### src/rtl/arbitro_pkg.sv
// Shared constants for the ATM balance arbiter: FSM encodings, response codes
// and default sizing.
package arbitro_pkg;

    localparam int N_CAJEROS_DEF = 4;
    localparam int W_MONTO_DEF   = 32;

    localparam logic [2:0] ST_IDLE = 3'd0;
    localparam logic [2:0] ST_ARB  = 3'd1;
    localparam logic [2:0] ST_EVAL = 3'd2;
    localparam logic [2:0] ST_ACT  = 3'd3;
    localparam logic [2:0] ST_RESP = 3'd4;

    localparam logic [1:0] COD_OK         = 2'b00;
    localparam logic [1:0] COD_SIN_FONDOS = 2'b01;
    localparam logic [1:0] COD_DESBORDE   = 2'b10;

    function automatic int idx_width(input int n);
        return (n > 1) ? $clog2(n) : 1;
    endfunction

endpackage

### src/rtl/arbitro_cajeros_rr_selector.sv
// Combinational round-robin pick: first requester at or after the pointer,
// wrapping modulo N.
module rr_selector
    import arbitro_pkg::*;
#(
    parameter int N  = N_CAJEROS_DEF,
    parameter int IW = idx_width(N_CAJEROS_DEF)
) (
    input  logic [N-1:0]  req,
    input  logic [IW-1:0] ptr,
    output logic [N-1:0]  gnt,
    output logic [IW-1:0] idx
);

    logic [IW:0] k;
    logic        found;

    always_comb begin
        gnt   = '0;
        idx   = '0;
        found = 1'b0;
        k     = '0;
        for (int i = 0; i < N; i++) begin
            k = {1'b0, ptr} + (IW+1)'(i);
            if (k >= (IW+1)'(N)) k = k - (IW+1)'(N);
            if (!found && req[k[IW-1:0]]) begin
                found           = 1'b1;
                gnt[k[IW-1:0]]  = 1'b1;
                idx             = k[IW-1:0];
            end
        end
    end

endmodule

### src/rtl/arbitro_cajeros.sv
// Round-robin arbiter letting N ATM front-ends apply deposits/withdrawals to
// one shared 64-bit balance, one transaction at a time.
//
// state | meaning
// IDLE  | waiting; bal_load or a new request accepted here
// ARB   | winner index, type and amount latched
// EVAL  | result code computed and registered
// ACT   | balance and tx counter updated when code is ok
// RESP  | one-cycle done/resp pulse, pointer advanced
module arbitro_cajeros
    import arbitro_pkg::*;
#(
    parameter int N_CAJEROS = N_CAJEROS_DEF,
    parameter int W_MONTO   = W_MONTO_DEF
) (
    input  logic                          clk,
    input  logic                          reset,
    input  logic [N_CAJEROS-1:0]          req_valid,
    input  logic [N_CAJEROS-1:0]          req_tipo,
    input  logic [N_CAJEROS*W_MONTO-1:0]  req_monto,
    input  logic                          bal_load,
    input  logic [63:0]                   bal_init,
    output logic [N_CAJEROS-1:0]          gnt,
    output logic [N_CAJEROS-1:0]          done,
    output logic                          resp_ok,
    output logic [1:0]                    resp_cod,
    output logic [63:0]                   saldo,
    output logic [15:0]                   tx_cnt,
    output logic                          ocupado,
    output logic [2:0]                    estado_actual
);

    localparam int IW = idx_width(N_CAJEROS);

    logic [1:0]           rst_sync;
    logic                 rst_n;
    logic [2:0]           estado;
    logic [IW-1:0]        ptr;
    logic [IW-1:0]        win_idx;
    logic [N_CAJEROS-1:0] win_gnt;
    logic                 win_tipo;
    logic [W_MONTO-1:0]   win_monto;
    logic [1:0]           cod;
    logic [1:0]           cod_next;
    logic [63:0]          monto64;
    logic [64:0]          suma;
    logic [N_CAJEROS-1:0] sel_gnt;
    logic [IW-1:0]        sel_idx;

    // Assertion is immediate; release reaches the FSM two edges later.
    always_ff @(posedge clk or negedge reset) begin
        if (!reset) rst_sync <= 2'b00;
        else        rst_sync <= {rst_sync[0], 1'b1};
    end
    assign rst_n = rst_sync[1];

    rr_selector #(.N(N_CAJEROS), .IW(IW)) u_rr (
        .req (req_valid),
        .ptr (ptr),
        .gnt (sel_gnt),
        .idx (sel_idx)
    );

    assign monto64 = 64'(win_monto);
    assign suma    = {1'b0, saldo} + {1'b0, monto64};

    always_comb begin
        cod_next = COD_OK;
        if (win_tipo && (monto64 > saldo))  cod_next = COD_SIN_FONDOS;
        else if (!win_tipo && suma[64])     cod_next = COD_DESBORDE;
    end

    always_ff @(posedge clk or negedge rst_n) begin
        if (!rst_n) begin
            estado    <= ST_IDLE;
            ptr       <= '0;
            win_idx   <= '0;
            win_gnt   <= '0;
            win_tipo  <= 1'b0;
            win_monto <= '0;
            cod       <= COD_OK;
            saldo     <= '0;
            tx_cnt    <= '0;
        end else begin
            case (estado)
                ST_IDLE: begin
                    if (bal_load) begin
                        saldo <= bal_init;
                    end else if (|req_valid) begin
                        estado    <= ST_ARB;
                        win_idx   <= sel_idx;
                        win_gnt   <= sel_gnt;
                        win_tipo  <= req_tipo[sel_idx];
                        win_monto <= req_monto[sel_idx*W_MONTO +: W_MONTO];
                    end
                end
                ST_ARB:  estado <= ST_EVAL;
                ST_EVAL: begin
                    cod    <= cod_next;
                    estado <= ST_ACT;
                end
                ST_ACT: begin
                    if (cod == COD_OK) begin
                        saldo  <= win_tipo ? (saldo - monto64) : suma[63:0];
                        tx_cnt <= tx_cnt + 16'd1;
                    end
                    estado <= ST_RESP;
                end
                ST_RESP: begin
                    ptr    <= (win_idx == IW'(N_CAJEROS-1)) ? '0 : win_idx + IW'(1);
                    estado <= ST_IDLE;
                end
                default: estado <= ST_IDLE;
            endcase
        end
    end

    assign gnt           = (estado != ST_IDLE) ? win_gnt : '0;
    assign done          = (estado == ST_RESP) ? win_gnt : '0;
    assign resp_ok       = (estado == ST_RESP) && (cod == COD_OK);
    assign resp_cod      = (estado == ST_RESP) ? cod : COD_OK;
    assign ocupado       = (estado != ST_IDLE);
    assign estado_actual = estado;

endmodule
### config.mk
export PLATFORM = sky130hd
export DESIGN_NAME = arbitro_cajeros
export DESIGN_NICKNAME = d
export VERILOG_FILES = /design/src/rtl/arbitro_pkg.sv /design/src/rtl/arbitro_cajeros_rr_selector.sv /design/src/rtl/arbitro_cajeros.sv
export SDC_FILE = /design/constraint.sdc
export NUM_CORES = 1
export LEC_CHECK = 0
export CAP_MARGIN = 20
export CELL_PAD_IN_SITES_DETAIL_PLACEMENT = 0
export CELL_PAD_IN_SITES_GLOBAL_PLACEMENT = 1
export CORE_MARGIN = 3
export CORE_UTILIZATION = 39
export DETAILED_ROUTE_END_ITERATION = 8
export PLACE_DENSITY = 0.86
export REMOVE_ABC_BUFFERS = 1
export SLEW_MARGIN = 20
export SYNTH_ARGS = -nofsm -noshare
export SYNTH_HDL_FRONTEND = slang
export SYNTH_SLANG_ARGS = --single-unit
### constraint.sdc
create_clock -name clk -period 11.95 [get_ports clk]
set_input_delay 3.585 -clock clk [delete_from_list [all_inputs] [get_ports clk]]
set_output_delay 3.585 -clock clk [all_outputs]
set_load 0.005 [all_outputs]
# --- After elaboration in Yosys (flattened, before gate mapping) ---
# Index checks and enable logic that the tools add are counted.
op_classes:
  addsub: 11
  n_lt_le_gt_ge: 14
  eq_ne: 9
  shifts: 1
  muxes: 46
  bitwise: 4
  n_reduce_logical: 23
ops:
  columns: ["op", "n"]
  rows:
  - ["two-way mux 64 bit", 3]
  - ["case mux 64 bit (2 select lines)", 1]
  - ["variable part select 128 x 8 -> 32 bit", 1]
  - ["adder 64 x 32 -> 65 bit", 1]
  - ["greater-than comparator 32 x 64 -> 1 bit", 1]
  - ["subtractor 64 x 32 -> 64 bit", 1]
  - ["two-way mux 2 bit", 12]
  - ["two-way mux 4 bit", 6]
  - ["adder 16 x 1 -> 16 bit, second input constant", 1]
  - ["< comparator 2 x 3 -> 1 bit, second input constant", 5]
  - ["two-way mux 1 bit", 12]
  - ["bitwise OR 4 bit", 3]
  - ["case mux 3 bit (4 select lines)", 1]
  - ["binary-select mux 1 bit (select 2 bit)", 5]
  - ["logical AND 1 bit", 10]
  - ["greater-or-equal comparator 3 bit, second input constant", 3]
  - ["demux 1 bit (select 2 bit)", 4]
  - ["greater-or-equal comparator 2 x 1 -> 1 bit, second input constant", 4]
  - ["inequality test 2 bit, second input constant", 4]
  - ["subtractor 2 x 1 -> 2 bit, second input constant", 4]
  - ["adder 2 x 2 -> 3 bit, second input constant", 2]
  - ["== test 3 x 2 -> 1 bit, second input constant", 2]
  - ["two-way mux 3 bit", 2]
  - ["AND reduction 3 bit", 2]
  - ["14 further kinds", 18]
totals:
  ff_bits: 128
  inputBits: 203
  out_inout_bits: 95
  wordCells: 118

# --- Longest topological paths before layout ---
depth:
  ltp_word: 16
  depth_mapped: 14
  ltp_nobuf: 12

# --- Cells and area by module ---
# From an unflattened synthesis, not the netlist that was laid out.
unflattened:
  cells_unflattened: 1617
  area_unflattened_um2: 12697.2
by_module_without_submodules:
  columns: ["module", "instances", "cells_each", "area_each_um2"]
  rows:
  - ["arbitro_cajeros", 1, 1552, 12208.0]
  - ["rr_selector", 1, 65, 489.2]

# --- Worst setup path after synthesis ---
# No wires, ideal clock.
synth_timing:
  path_kind: "input -> register"
  from: "input req_valid[2]"
  to: "register win_monto[13]"
  setup_time_ps: 83
  arrival_ps: 5504
  required_ps: 11867
  slack_ps: 6363
  path_stages: 9
  path_buffers: 2
  cell_sequence: "mux4_2 -> a211oi_1 -> o32a_1 -> buf_2 -> buf_1 -> nand2_1 -> nand3_1 -> o21ai_0 -> o21ai_0"
synth_between:
  elab_chain_len: 13
synth_lines:
  columns: ["item", "line_no", "rtl"]
  rows:
  - ["start, declared", "arbitro_cajeros.sv:18", "input logic [N_CAJEROS-1:0] req_valid,"]
  - ["binary-select mux 1 bit (select 2 bit)", "arbitro_cajeros_rr_selector.sv:26", "if (!found && req[k[IW-1:0]]) begin"]
  - ["two-way mux 1 bit (implied by the code)", "arbitro_cajeros_rr_selector.sv:26", null]
  - ["two-way mux 1 bit", "arbitro_cajeros_rr_selector.sv:26", null]
  - ["zero test 1 bit", "arbitro_cajeros_rr_selector.sv:26", null]
  - ["logical AND 1 bit", "arbitro_cajeros_rr_selector.sv:26", null]
  - ["two-way mux 1 bit", "arbitro_cajeros_rr_selector.sv:26", null]
  - ["zero test 1 bit", "arbitro_cajeros_rr_selector.sv:26", null]
  - ["logical AND 1 bit", "arbitro_cajeros_rr_selector.sv:26", null]
  - ["two-way mux 1 bit", "arbitro_cajeros_rr_selector.sv:26", null]
  - ["zero test 1 bit", "arbitro_cajeros_rr_selector.sv:26", null]
  - ["logical AND 1 bit", "arbitro_cajeros_rr_selector.sv:26", null]
  - ["two-way mux 2 bit", "arbitro_cajeros_rr_selector.sv:26", null]
  - ["variable part select 128 x 8 -> 32 bit", "arbitro_cajeros.sv:94", "win_monto <= req_monto[sel_idx*W_MONTO +: W_MONTO];"]
  - ["end signal, assigned", "arbitro_cajeros.sv:94", null]
  - ["end, declared", "arbitro_cajeros.sv:42", "logic [W_MONTO-1:0] win_monto;"]
# Several ways; a longest one is shown, not always the timed one. The select of a mux whose other input is x is not followed.
# A chain may end at the register's enable or synchronous reset.

# --- Final worst setup path ---
layout_timing:
  from: "input req_valid[0]"
  to: "register win_monto[23]"
# The elaborated chain is that of the path after synthesis.

==> results_dict.tcl <==
set metrics [dict create \
    total_power_mw 5.10 \
    setup_viol 0 \
    synthMuxAreaShare_pct 0.988 \
    cts_resized 0 \
    ys_ff_latch 128 \
    die_y_um 185 \
    fin_skew_ps 20.7 \
    async_flop_share_pct 100 \
    first_global_vias 13400 \
    setup.worst_path.start_class "primary input" \
    dieArea_um2 34300 \
    final.period_utilization_pct 55.1 \
    hold-worst-slack_ps 366 \
    clk_latency_ps 440 \
    firstDrtPassIters 6 \
    post_synth_num_cell_types 94 \
    worstReg2RegStart "win_monto[0]" \
    yosysWarningCount 0 \
    cts_tree "built" \
    hold_path.class "register to register" \
    post-route-min-period_ps 6590 \
    hold_viol_final 0 \
    grt_pass1_wl_um 75900 \
    wirelength_um 50100 \
    leakagePower_nw 6.70 \
    cts.clk_slew.worst_paths_ps 70 \
    wl_per_cell_um 20.8 \
    syn_inst 1780 \
    post_cts_buffers 0 \
    route.antenna.remaining_nets 0 \
    dp_hpwl_um 38100 \
    drive_gt1_share_pct 4.68 \
    ys_top_cells_by_area "dfrtp_1 (26%), nand2_1 (7.7%), ha_1 (7.0%), nor2_1 (6.7%), a21oi_1 (5.8%)" \
    grt-ovfl-total 0 \
    slew_viol_final 0 \
    synth_top_family_by_area "simple AND/OR/NAND/NOR gates" \
    peakVddDrop_uv 139 \
    syn_area_um2 12500 \
    coreArea_um2 31600 \
    cap_viol_max_count 0 \
    final_common_cell "clkdlybuf4s50_1" \
    rsz0062_at_grt "no" \
    synth_fa_ha_area_share_pct 7.31 \
    final_cell_mix "clkdlybuf4s50_1 (297), nand2_1 (256), nor2_1 (224)" \
    ff_latch_area_um2 3210 \
    clock-sinks 128 \
    worst_setup_path_end_kind "register" \
    critPathKind "primary input to register" \
    boundaryPins 298 \
    hold_buffers 0 \
    h-tree-depth 4 \
    whs_endpoint "rst_sync[1]" \
    initial_core_util_pct 39.6 \
    worstPathRequired_ps 12290 \
    antenna_found_initial 0 \
    outcome "complete, no violations" \
    antenna_cells 0 \
    ys.flop_type "dfrtp_1" \
    synth.yosys.seq_area_share_pct 25.6 \
    synth_top_cell_by_area "dfrtp_1" \
    hold_depth 0 \
    grt_max_degree 68 \
    r2r_cells 11 \
    dr.first_iter.drc_count 1095 \
    synth_edf_count 0 \
    numPortBuffers 297 \
    power_density_nw_per_um2 313 \
    grtUsageTotal_pct 28.2 \
    min-delay-start "rst_sync[0]" \
    worstMarginPinSlew_ps 1060 \
    setup_ws_ps 5360 \
    placed_area_um2 15600 \
    die_x_um 185 \
    synth_compound_area_share_pct 26.4 \
    cts_buffers 17 \
    multi_input_area_um2 8540 \
    avgSynthCellArea_um2 7.04 \
    slew-limit-headroom_pct 28.9 \
    yosys.area.top_type_share_pct 25.6 \
    final_cell_area_um2 16300 \
    fin_nets 2271 \
    reg2reg_setup_slack_ps 7870 \
    core.rowCount 65 \
    clockBufferDepth 2 \
    syn_to_final_growth_pct 29.7 \
    gp_congestion 0.974 \
    critical_path_peak_fanout 60 \
    vias_per_cell 5.88 \
    rr_endpoint "saldo[40]" \
    cts_root_buf "clkbuf_16" \
    drc 0 \
    setup_tns_ps 0 \
    nFillCells 3102 \
    worstPathArrival_ps 6930 \
    yosys.area_share.simple_pct 30.2 \
    vias 14200 \
    synth_xor_area_share_pct 2.87 \
    dp_slack_ps 4950 \
    clock.fmax_mhz 152 \
]
state kept, by name (all words and copies together) (netlist names):
| signal | count |
|---|---|
| win_gnt | 4 |
| win_monto | 32 |
| estado_actual | 3 |
| cod | 2 |
| win_idx | 2 |
| win_tipo | 1 |
| ptr | 2 |
| saldo | 64 |
| rst_sync | 2 |
| tx_cnt | 16 |
where the power goes:
group / leakage, nW / internal [mW] / switching (mW)
logic: 4.83 / 1.35 / 2.23
clock network: 0.305 / 0.336 / 0.244
registers: 1.56 / 0.622 / 0.315
total: 6.70 / 2.31 / 2.79
cell usage after synthesis, types with 8 or more instances:
library cell,instances
nand2_1,258
nor2_1,225
a21oi_1,144
o21ai_0,140
dfrtp_1,128
nand3_1,91
clkbuf_1,76
inv_1,74
ha_1,70
nor3_1,46
and3_1,41
xnor2_1,33
a31oi_1,27
nand4_1,24
a21o_1,23
nor4_1,22
o211ai_1,22
buf_2,18
nor2b_1,18
or3_1,18
o31ai_1,17
and2_1,15
a211oi_1,14
o22ai_1,13
buf_4,11
o21bai_1,11
nand2b_1,10
a2bb2oi_1,9
mux2i_1,9
o21a_1,9
o21ai_1,9
or4_1,8
xor2_1,8
worst max-delay path by stage:
stage	start	end	slack, ps	depth (start not counted)
detailed placement	req_valid[0]	win_monto[23]	4950	10
global placement	req_valid[0]	win_tipo	5180	10
global route	req_valid[0]	win_monto[13]	5040	10
CTS	req_valid[0]	win_monto[23]	5380	10
finish	req_valid[0]	win_monto[23]	5360	10
floorplan	req_valid[0]	win_monto[0]	3240	8
critical path: stages:
cell and delay (ps):
clkdlybuf4s50_1 580, nor2_1 120, o31ai_1 620, nor2_1 270, o32ai_4 570, buf_4 650
nand2_1 130, nand3_1 110, o21ai_0 90, o21ai_0 170
area by class of cell:
class / count / share of cell area (%)
Clock buffer: 17 / 2.62
Clock inverter: 15 / 1.22
Inverter: 75 / 1.73
Multi-Input combinational cell: 1459 / 52.5
Sequential cell: 128 / 19.7
Tap cell: 402 / 3.09
Timing Repair Buffer: 315 / 19.1
through the flow:
stage / utilization [%] / instances
detailed placement: 49.4 / 2379
global placement: 49.4 / 2379
CTS: 51.4 / 2411
finish: 51.4 / 2411
floorplan: - / 1662
global route: 51.4 / 2411
layer usage:
metal  GRT usage (%)  part of all wire, %  up-vias
met5               0                    0        -
met4            8.67                  2.7        0
met3            5.13                  6.8       77
met2            46.0                   46      555
met1            38.0                   44     6749
li1                -                    -     6793
kinds of logic after synthesis:
kind of cell,after synthesis
multiplexers,11
other,1
XOR/XNOR,41
flip-flops,128
buffers and inverters,193
AO/OA/AOI/OAI,524
AND/OR/NAND/NOR,810
adder cells (fa/ha/maj),72
No activity file was read; power rests on OpenSTA's default activity.
